--- config.mk ---
export PLATFORM = sky130hd
export DESIGN_NAME = grid_board_render
export DESIGN_NICKNAME = d
export VERILOG_FILES = /design/src/rtl/grid_board_render.sv
export SDC_FILE = /design/constraint.sdc
export NUM_CORES = 2
export LEC_CHECK = 0
export ABC_CLOCK_PERIOD_IN_PS = 6200
export CORE_AREA = 2 2 537 539
export CTS_BUF_LIST = sky130_fd_sc_hd__clkbuf_16
export CTS_CLUSTER_DIAMETER = 120
export CTS_CLUSTER_SIZE = 24
export DETAILED_ROUTE_END_ITERATION = 8
export DIE_AREA = 0 0 539 541
export PLACE_DENSITY = 0.4
export REMOVE_ABC_BUFFERS = 1
export SLEW_MARGIN = 20
export SYNTH_ARGS = -nofsm -noshare
export SYNTH_HDL_FRONTEND = slang
export SYNTH_SLANG_ARGS = --single-unit
--- constraint.sdc ---
create_clock -name clk -period 6.2 [get_ports clk]
set_input_delay 1.86 -clock clk [delete_from_list [all_inputs] [get_ports clk]]
set_output_delay 1.86 -clock clk [all_outputs]
set_load 0.05 [all_outputs]
--- src/rtl/grid_board_render.sv ---
// grid_board_render: three-stage VGA overlay that draws an N x N tile grid
// with borders, a per-cell glyph read from an external font ROM and a cursor
// highlight. Every clk carries one pixel; there is no handshake and no
// backpressure, so all *_in signals reappear on *_out exactly 3 clk later.
//   S1: grid coordinates from the timing counters (registered).
//   S2: cell value select, font ROM address (combinational from S1), flags
//       registered while the synchronous ROM returns its line.
//   S3: pixel priority mux into the output registers.
module grid_board_render #(
  parameter int          MAX_N      = 16,
  parameter int          VAL_W      = 5,
  parameter int          CELL_W     = 32,
  parameter int          ORIGIN_X   = 128,
  parameter int          ORIGIN_Y   = 64,
  parameter logic [11:0] LINE_RGB   = 12'hFFF,
  parameter logic [11:0] TILE_RGB   = 12'h248,
  parameter logic [11:0] EMPTY_RGB  = 12'h000,
  parameter logic [11:0] CURSOR_RGB = 12'h4A4,
  parameter logic [11:0] TEXT_RGB   = 12'hFF0
) (
  input  logic                           clk,
  input  logic                           rst,
  input  logic                           enable,
  input  logic [$clog2(MAX_N+1)-1:0]     board_size,
  input  logic [$clog2(MAX_N)-1:0]       cursor_row,
  input  logic [$clog2(MAX_N)-1:0]       cursor_col,
  input  logic [MAX_N*MAX_N*VAL_W-1:0]   board_flat,
  input  logic [10:0]                    vcount_in,
  input  logic [10:0]                    hcount_in,
  input  logic                           vsync_in,
  input  logic                           hsync_in,
  input  logic                           vblnk_in,
  input  logic                           hblnk_in,
  input  logic [11:0]                    rgb_in,
  output logic [10:0]                    rom_addr,
  input  logic [15:0]                    rom_data,
  output logic [10:0]                    vcount_out,
  output logic [10:0]                    hcount_out,
  output logic                           vsync_out,
  output logic                           hsync_out,
  output logic                           vblnk_out,
  output logic                           hblnk_out,
  output logic [11:0]                    rgb_out
);

  localparam int SZ_W  = $clog2(MAX_N+1);
  localparam int IDX_W = $clog2(MAX_N);
  localparam int SH    = $clog2(CELL_W);
  localparam int G     = (CELL_W - 16) / 2;
  localparam int IDXB  = $clog2(MAX_N*MAX_N*VAL_W);
  localparam logic [SZ_W-1:0] MAX_SZ = SZ_W'(MAX_N);

  // frame latch state
  logic             vsync_d;
  logic [SZ_W-1:0]  size_lat;
  logic [IDX_W-1:0] cur_row_lat, cur_col_lat;
  logic             vsync_rise;

  assign vsync_rise = vsync_in & ~vsync_d;

  // Latch size (clamped) and cursor only on the vsync_in rising edge
  always_ff @(posedge clk or negedge rst) begin
    if (!rst) begin
      vsync_d     <= 1'b0;
      size_lat    <= '0;
      cur_row_lat <= '0;
      cur_col_lat <= '0;
    end else begin
      vsync_d <= vsync_in;
      if (vsync_rise) begin
        size_lat    <= (board_size > MAX_SZ) ? MAX_SZ : board_size;
        cur_row_lat <= cursor_row;
        cur_col_lat <= cursor_col;
      end
    end
  end

  // S1 combinational geometry; size 0 gives a zero extent, so nothing is in grid
  logic [10:0] dx, dy;
  logic [31:0] extent;
  logic        in_grid_c;
  assign dx        = hcount_in - 11'(ORIGIN_X);
  assign dy        = vcount_in - 11'(ORIGIN_Y);
  assign extent    = 32'(size_lat) << SH;
  assign in_grid_c = (hcount_in >= 11'(ORIGIN_X)) && (vcount_in >= 11'(ORIGIN_Y)) &&
                     (32'(dx) < extent) && (32'(dy) < extent);

  logic [10:0]      s1_vc, s1_hc;
  logic             s1_vs, s1_hs, s1_vb, s1_hb;
  logic [11:0]      s1_rgb;
  logic             s1_act, s1_edge, s1_cur;
  logic [IDX_W-1:0] s1_row, s1_col;
  logic [SH-1:0]    s1_xo, s1_yo;

  // S1 registers: delayed timing plus cell coordinates and in-cell offsets
  always_ff @(posedge clk or negedge rst) begin
    if (!rst) begin
      s1_vc <= '0; s1_hc <= '0;
      s1_vs <= 1'b0; s1_hs <= 1'b0; s1_vb <= 1'b0; s1_hb <= 1'b0;
      s1_rgb <= '0;
      s1_act <= 1'b0; s1_edge <= 1'b0; s1_cur <= 1'b0;
      s1_row <= '0; s1_col <= '0; s1_xo <= '0; s1_yo <= '0;
    end else begin
      s1_vc  <= vcount_in; s1_hc <= hcount_in;
      s1_vs  <= vsync_in;  s1_hs <= hsync_in;
      s1_vb  <= vblnk_in;  s1_hb <= hblnk_in;
      s1_rgb <= rgb_in;
      s1_act <= enable && in_grid_c;
      // right/bottom outer border lines
      s1_edge <= (32'(dx) == extent - 32'd1) || (32'(dy) == extent - 32'd1);
      s1_row  <= dy[SH +: IDX_W];
      s1_col  <= dx[SH +: IDX_W];
      s1_xo   <= dx[SH-1:0];
      s1_yo   <= dy[SH-1:0];
      // a cursor outside the latched size never matches an in-grid cell
      s1_cur  <= (dy[SH +: IDX_W] == cur_row_lat) && (dx[SH +: IDX_W] == cur_col_lat);
    end
  end

  // S2 combinational: live cell value and glyph window
  logic [IDXB-1:0]  cell_base;
  logic [VAL_W-1:0] cell_v;
  logic             glyph_c, border_c;
  logic [3:0]       xg, yg;
  assign cell_base = IDXB'((int'(s1_row) * MAX_N + int'(s1_col)) * VAL_W);
  assign cell_v    = board_flat[cell_base +: VAL_W];
  assign glyph_c   = s1_act &&
                     (int'(s1_xo) >= G) && (int'(s1_xo) <= G + 15) &&
                     (int'(s1_yo) >= G) && (int'(s1_yo) <= G + 15);
  assign xg        = s1_xo[3:0] - 4'(G);
  assign yg        = s1_yo[3:0] - 4'(G);
  assign border_c  = (s1_xo == '0) || (s1_yo == '0) || s1_edge;
  assign rom_addr  = glyph_c ? {7'(cell_v), yg} : 11'd0;

  logic [10:0] s2_vc, s2_hc;
  logic        s2_vs, s2_hs, s2_vb, s2_hb;
  logic [11:0] s2_rgb;
  logic        s2_act, s2_border, s2_glyph, s2_cur, s2_vzero;
  logic [3:0]  s2_xg;

  // S2 registers: hold pixel flags while the ROM line is fetched
  always_ff @(posedge clk or negedge rst) begin
    if (!rst) begin
      s2_vc <= '0; s2_hc <= '0;
      s2_vs <= 1'b0; s2_hs <= 1'b0; s2_vb <= 1'b0; s2_hb <= 1'b0;
      s2_rgb <= '0;
      s2_act <= 1'b0; s2_border <= 1'b0; s2_glyph <= 1'b0;
      s2_cur <= 1'b0; s2_vzero <= 1'b0; s2_xg <= '0;
    end else begin
      s2_vc  <= s1_vc;  s2_hc <= s1_hc;
      s2_vs  <= s1_vs;  s2_hs <= s1_hs;
      s2_vb  <= s1_vb;  s2_hb <= s1_hb;
      s2_rgb <= s1_rgb;
      s2_act    <= s1_act;
      s2_border <= border_c;
      s2_glyph  <= glyph_c && (cell_v != '0);
      s2_cur    <= s1_cur;
      s2_vzero  <= (cell_v == '0);
      s2_xg     <= xg;
    end
  end

  // S3: pixel priority mux into the output registers
  always_ff @(posedge clk or negedge rst) begin
    if (!rst) begin
      vcount_out <= '0; hcount_out <= '0;
      vsync_out <= 1'b0; hsync_out <= 1'b0; vblnk_out <= 1'b0; hblnk_out <= 1'b0;
      rgb_out <= '0;
    end else begin
      vcount_out <= s2_vc; hcount_out <= s2_hc;
      vsync_out  <= s2_vs; hsync_out  <= s2_hs;
      vblnk_out  <= s2_vb; hblnk_out  <= s2_hb;
      if (s2_vb || s2_hb)                           rgb_out <= 12'h000;
      else if (!s2_act)                             rgb_out <= s2_rgb;
      else if (s2_border)                           rgb_out <= LINE_RGB;
      else if (s2_glyph && rom_data[4'd15 - s2_xg]) rgb_out <= TEXT_RGB;
      else if (s2_cur)                              rgb_out <= CURSOR_RGB;
      else if (s2_vzero)                            rgb_out <= EMPTY_RGB;
      else                                          rgb_out <= TILE_RGB;
    end
  end

endmodule

==> impl_table.tex <==
\begin{tabular}{lr}
\hline
Metric & Value \\
\hline
\multicolumn{2}{l}{\textbf{Logic synthesis}} \\
\quad Count of cell types in the netlist & 88 \\
\quad Avg Inst Size Synth & around 11 um\^{}2 \\
\quad Cell taking the most area after synthesis & mux4\_2 \\
\quad Cell types with the highest counts after synthesis & mux4\_2 (960), mux2i\_1 (751), nand2\_1 (386), buf\_2 (168), a22oi\_1 (165) \\
\quad Top post-synthesis cells by area & mux4\_2 (43\%), mux2i\_1 (15\%), dfrtp\_1 (7.1\%) \\
\quad Mapped cell area & 49750 um\^{}2 \\
\quad Simple-gate share of the synthesized area & under 10\% \\
\quad Cells after synthesis & 4546 \\
\quad Proportion of synthesized chip area in sequential cells & 7.092\% \\
\quad Mux contribution to synthesized area & 61.31\% \\
\quad Most frequently used cell type in the post-synthesis netlist & mux4\_2 \\
\quad Arithmetic-cell share of the synthesized area counting full adders, half adders and majority gates & 0.6941\% \\
\quad Fraction of post-synthesis cell area in the top cell type by area & 43.46\% \\
\quad Ys async rst share & 100.0\% \\
\quad Number of flip-flops and latches in the synthesized netlist & 141 \\
\quad Prevailing post-synth register cell & dfrtp\_1 \\
\quad YS warnings & 0 \\
\quad Synthesized-area fraction occupied by ao, oa, aoi and oai cells & 15.36\% \\
\quad Xor/xnor cell area share of the yosys netlist & 0.5106\% \\
\quad Main combinational cell family by area after synthesis & multiplexers \\
\quad Number of enable-type register cells in the synthesized netlist & 0 \\
\multicolumn{2}{l}{\textbf{Final layout}} \\
\quad Post-Layout Cell Count & around 11k \\
\quad Share of layout cells above drive strength 1 & 43.24\% \\
\quad Layout Utilization & between 20\% and 30\% \\
\quad Layout Cell Area excl Fill & approximately 84000 um\^{}2 \\
\quad Area growth from synthesis to layout & 68.12\% \\
\quad Count of nets after finishing & about 8.7k \\
\multicolumn{2}{l}{\textbf{Status}} \\
\quad Result of the run & finished, violations left \\
\quad Violated checks & negative setup slack \\
\multicolumn{2}{l}{\textbf{Floorplan}} \\
\quad Overall die area & 291600 um\^{}2 \\
\quad Starting density of the core & 17.37\% \\
\quad Core box area & 286400 um\^{}2 \\
\quad Chip width & 539 um \\
\quad Top-Level Pins & 1399 \\
\quad Floorplan row count & 197 \\
\quad Chip Height & $\sim$540 um \\
\multicolumn{2}{l}{\textbf{Drt}} \\
\quad Antenna-violating nets left & 0 \\
\quad Drt wl/cell & 41.59 um \\
\quad Wirelength, routed & 466700 um \\
\quad Post-route DRC violation count & 0 \\
\quad Length of the first detailed-routing pass in iterations & 6 \\
\quad Number of vias in the routed layout & around 63k \\
\quad Via/cell ratio & 5.584 \\
\quad Violation count after the first detailed-route iteration & between 7k and 8k \\
\multicolumn{2}{l}{\textbf{STA}} \\
\quad Ratio of final minimum period to clock period & 120.9\% \\
\quad Setup violations, final & 5 \\
\quad Worst hold margin & 0.3449 ns \\
\quad Max-slew headroom at the worst pin & 22.92\% \\
\quad Final setup skew & 0.01071 ns \\
\quad Slew @ Worst Pin & approximately 1.2 ns \\
\quad Final Max Tran Viols & 0 \\
\quad Final Critical Period & 7.496 ns \\
\quad Maximum operating frequency & 133.4 MHz \\
\quad Unrepaired setup endpoints after global routing & yes \\
\quad Final hold vios & 0 \\
\quad Smallest setup slack after layout & -1.296 ns \\
\multicolumn{2}{l}{\textbf{Run}} \\
\quad Max capacitance violation total & 0 \\
\multicolumn{2}{l}{\textbf{Placed design}} \\
\quad Total cell area at the placement stage & roughly 81000 um\^{}2 \\
\quad Instance count after placement with tap cells included & between 10k and 15k \\
\quad Global placer's final weighted congestion & 0.9737 \\
\quad Half-perimeter wire length after placement & 395600 um \\
\quad PortBufs & 1396 \\
\quad Worst Setup Slack post-DPL & -2.158 ns \\
\multicolumn{2}{l}{\textbf{Critical path}} \\
\quad Crit start category & input pin \\
\quad Required arrival time at the worst endpoint & 4.34 ns \\
\quad Depth of the most critical reg-to-reg path & 18 \\
\quad Crit path kind & input pin to output port \\
\quad Largest fanout on the critical path & 4 \\
\quad Setup crit end kind & output port \\
\quad CP arrival & 5.64 ns \\
\multicolumn{2}{l}{\textbf{Hold path}} \\
\quad Hold Path Class & flip-flop to flip-flop \\
\quad Hold path depth & 0 \\
\multicolumn{2}{l}{\textbf{Clocking}} \\
\quad Number of buffers created by CTS & 17 \\
\quad Clock transition at path regs & around 0.070 ns \\
\quad TritonCTS clock tree & done \\
\quad Sink count of the clock tree & 141 \\
\quad Worst-Skew Late Latency & 0.46 ns \\
\quad Maximum count of clock buffers along a single path & 2 \\
\quad Cell at the root of the clock tree & clkbuf\_16 \\
\quad Number of levels the H-tree was split into & 4 \\
\quad Post-cts hold buffer count & 0 \\
\multicolumn{2}{l}{\textbf{GRT}} \\
\quad Vias in the first global route & roughly 63k \\
\quad Maximum number of pins on one net before global-route repair & 120 \\
\quad Global route total overflow & 0 \\
\quad First-pass GRT wire length & 609700 um \\
\quad Overall routing resource usage & between 30\% and 40\% \\
\quad Number of antenna violations at the first check in global routing & 232 \\
\multicolumn{2}{l}{\textbf{Pwr}} \\
\quad PD cells & 185.0 nW/um\^{}2 \\
\quad Leak & 32.76 nW \\
\quad Maximum VDD drop & 0.1849 mV \\
\hline
\end{tabular}
## flip-flops by register name, indices dropped and copies added, names as in the netlist, 5 cells and up
name and count:
rgb_out 12, s1_rgb 12, s2_rgb 12, s2_vc 11, size_lat 5, hcount_out 11, s1_vc 6, vcount_out 11
s1_hc 5, s2_hc 8
## layout by cell type, fill, tap and decap left out, types with 45 or more instances in the layout
cell type,instances
a211oi_1,73
a21oi_1,147
a22oi_1,163
a32oi_1,47
buf_12,167
buf_4,1705
clkdlybuf4s50_1,1360
dfrtp_1,139
diode_2,117
mux2_2,117
mux2i_1,750
mux4_2,960
nand2_1,375
nand3_1,77
nor2_1,111
nor3_1,50
o211ai_1,45
o21ai_0,97
o22ai_1,125
## logic make-up after synthesis
| logic type | Yosys count |
|---|---|
| multiplexers | 1832 |
| AO/OA/AOI/OAI | 1071 |
| AND/OR/NAND/NOR | 862 |
| buffers and inverters | 583 |
| flip-flops | 141 |
| XOR/XNOR | 29 |
| adder cells (fa/ha/maj) | 27 |
| other | 1 |
## per-layer routing
metal | vias to the layer above | global-route usage, % | wire [um]
met2 | 4155 | 50.56 | 219100
met4 | 96 | 10.91 | 18230
met3 | 695 | 6.924 | 39230
met1 | 32642 | 39.17 | 189500
li1 | 25066 | - | -
met5 | - | 0 | 621
## through the flow
stage	TNS (ns)	power, mW
floorplan	-428.85	9.100
global placement	-8.707	13.87
detailed placement	-8.235	13.85
CTS	-5.480	15.30
global route	-6.000	15.87
finish	-5.641	15.47
## where the power goes
group | switching, mW | total [mW] | internal [mW]
Sequential | 0.0505 | 1.03 | 0.979
Clock | 0.512 | 1.06 | 0.548
Combinational | 7.48 | 13.4 | 5.90
## layout make-up
type                    instances  area [um^2]
multi-input cells            3823        43570
well taps                    3781         4731
flip-flops and latches        141         3536
clock buffers                  17        425.4
inverters                      28        137.6
diodes                        117        292.8
clock inverters                15        187.7
repair buffers               3298        30760
fillers                     30061       202800
## repair_timing
| action | 4_1_cts | 5_1_grt |
|---|---|---|
| buffers inserted | 34 | 6 |
| pin swaps | 30 | 15 |
| setup endpoints to repair | 7 | 5 |
| cloned | 6 | 1 |
| gates resized for setup | 130 | 34 |
| hold endpoints to repair | 0 | 0 |
## worst paths after layout
| check | slack, ns | endpoint | start |
|---|---|---|---|
| max | -1.30 | rom_addr[7] | board_flat[817] |
| min | 0.34 | s2_rgb[7] | s1_rgb[7] |
| max reg2reg | 0.85 | s2_glyph | s1_col[0] |
| min reg2reg | 0.34 | s2_rgb[7] | s1_rgb[7] |
| max in group asynchronous | 3.44 | rgb_out[5] | rst |
| min in group asynchronous | 1.48 | s1_yo[2] | rst |
## critical path: stages
cell	delay [ns]
clkdlybuf4s50_1	0.54
mux4_2	0.56
and3_1	0.21
a41oi_1	0.17
o21ai_0	0.10
nor4_1	0.85
nand4_1	0.18
or4bb_1	0.22
buf_4	0.17
o311ai_4	0.12
buf_12	0.15
nor2b_4	0.15
buf_6	0.19
buf_12	0.14
(Power assumes the default switching activity.)
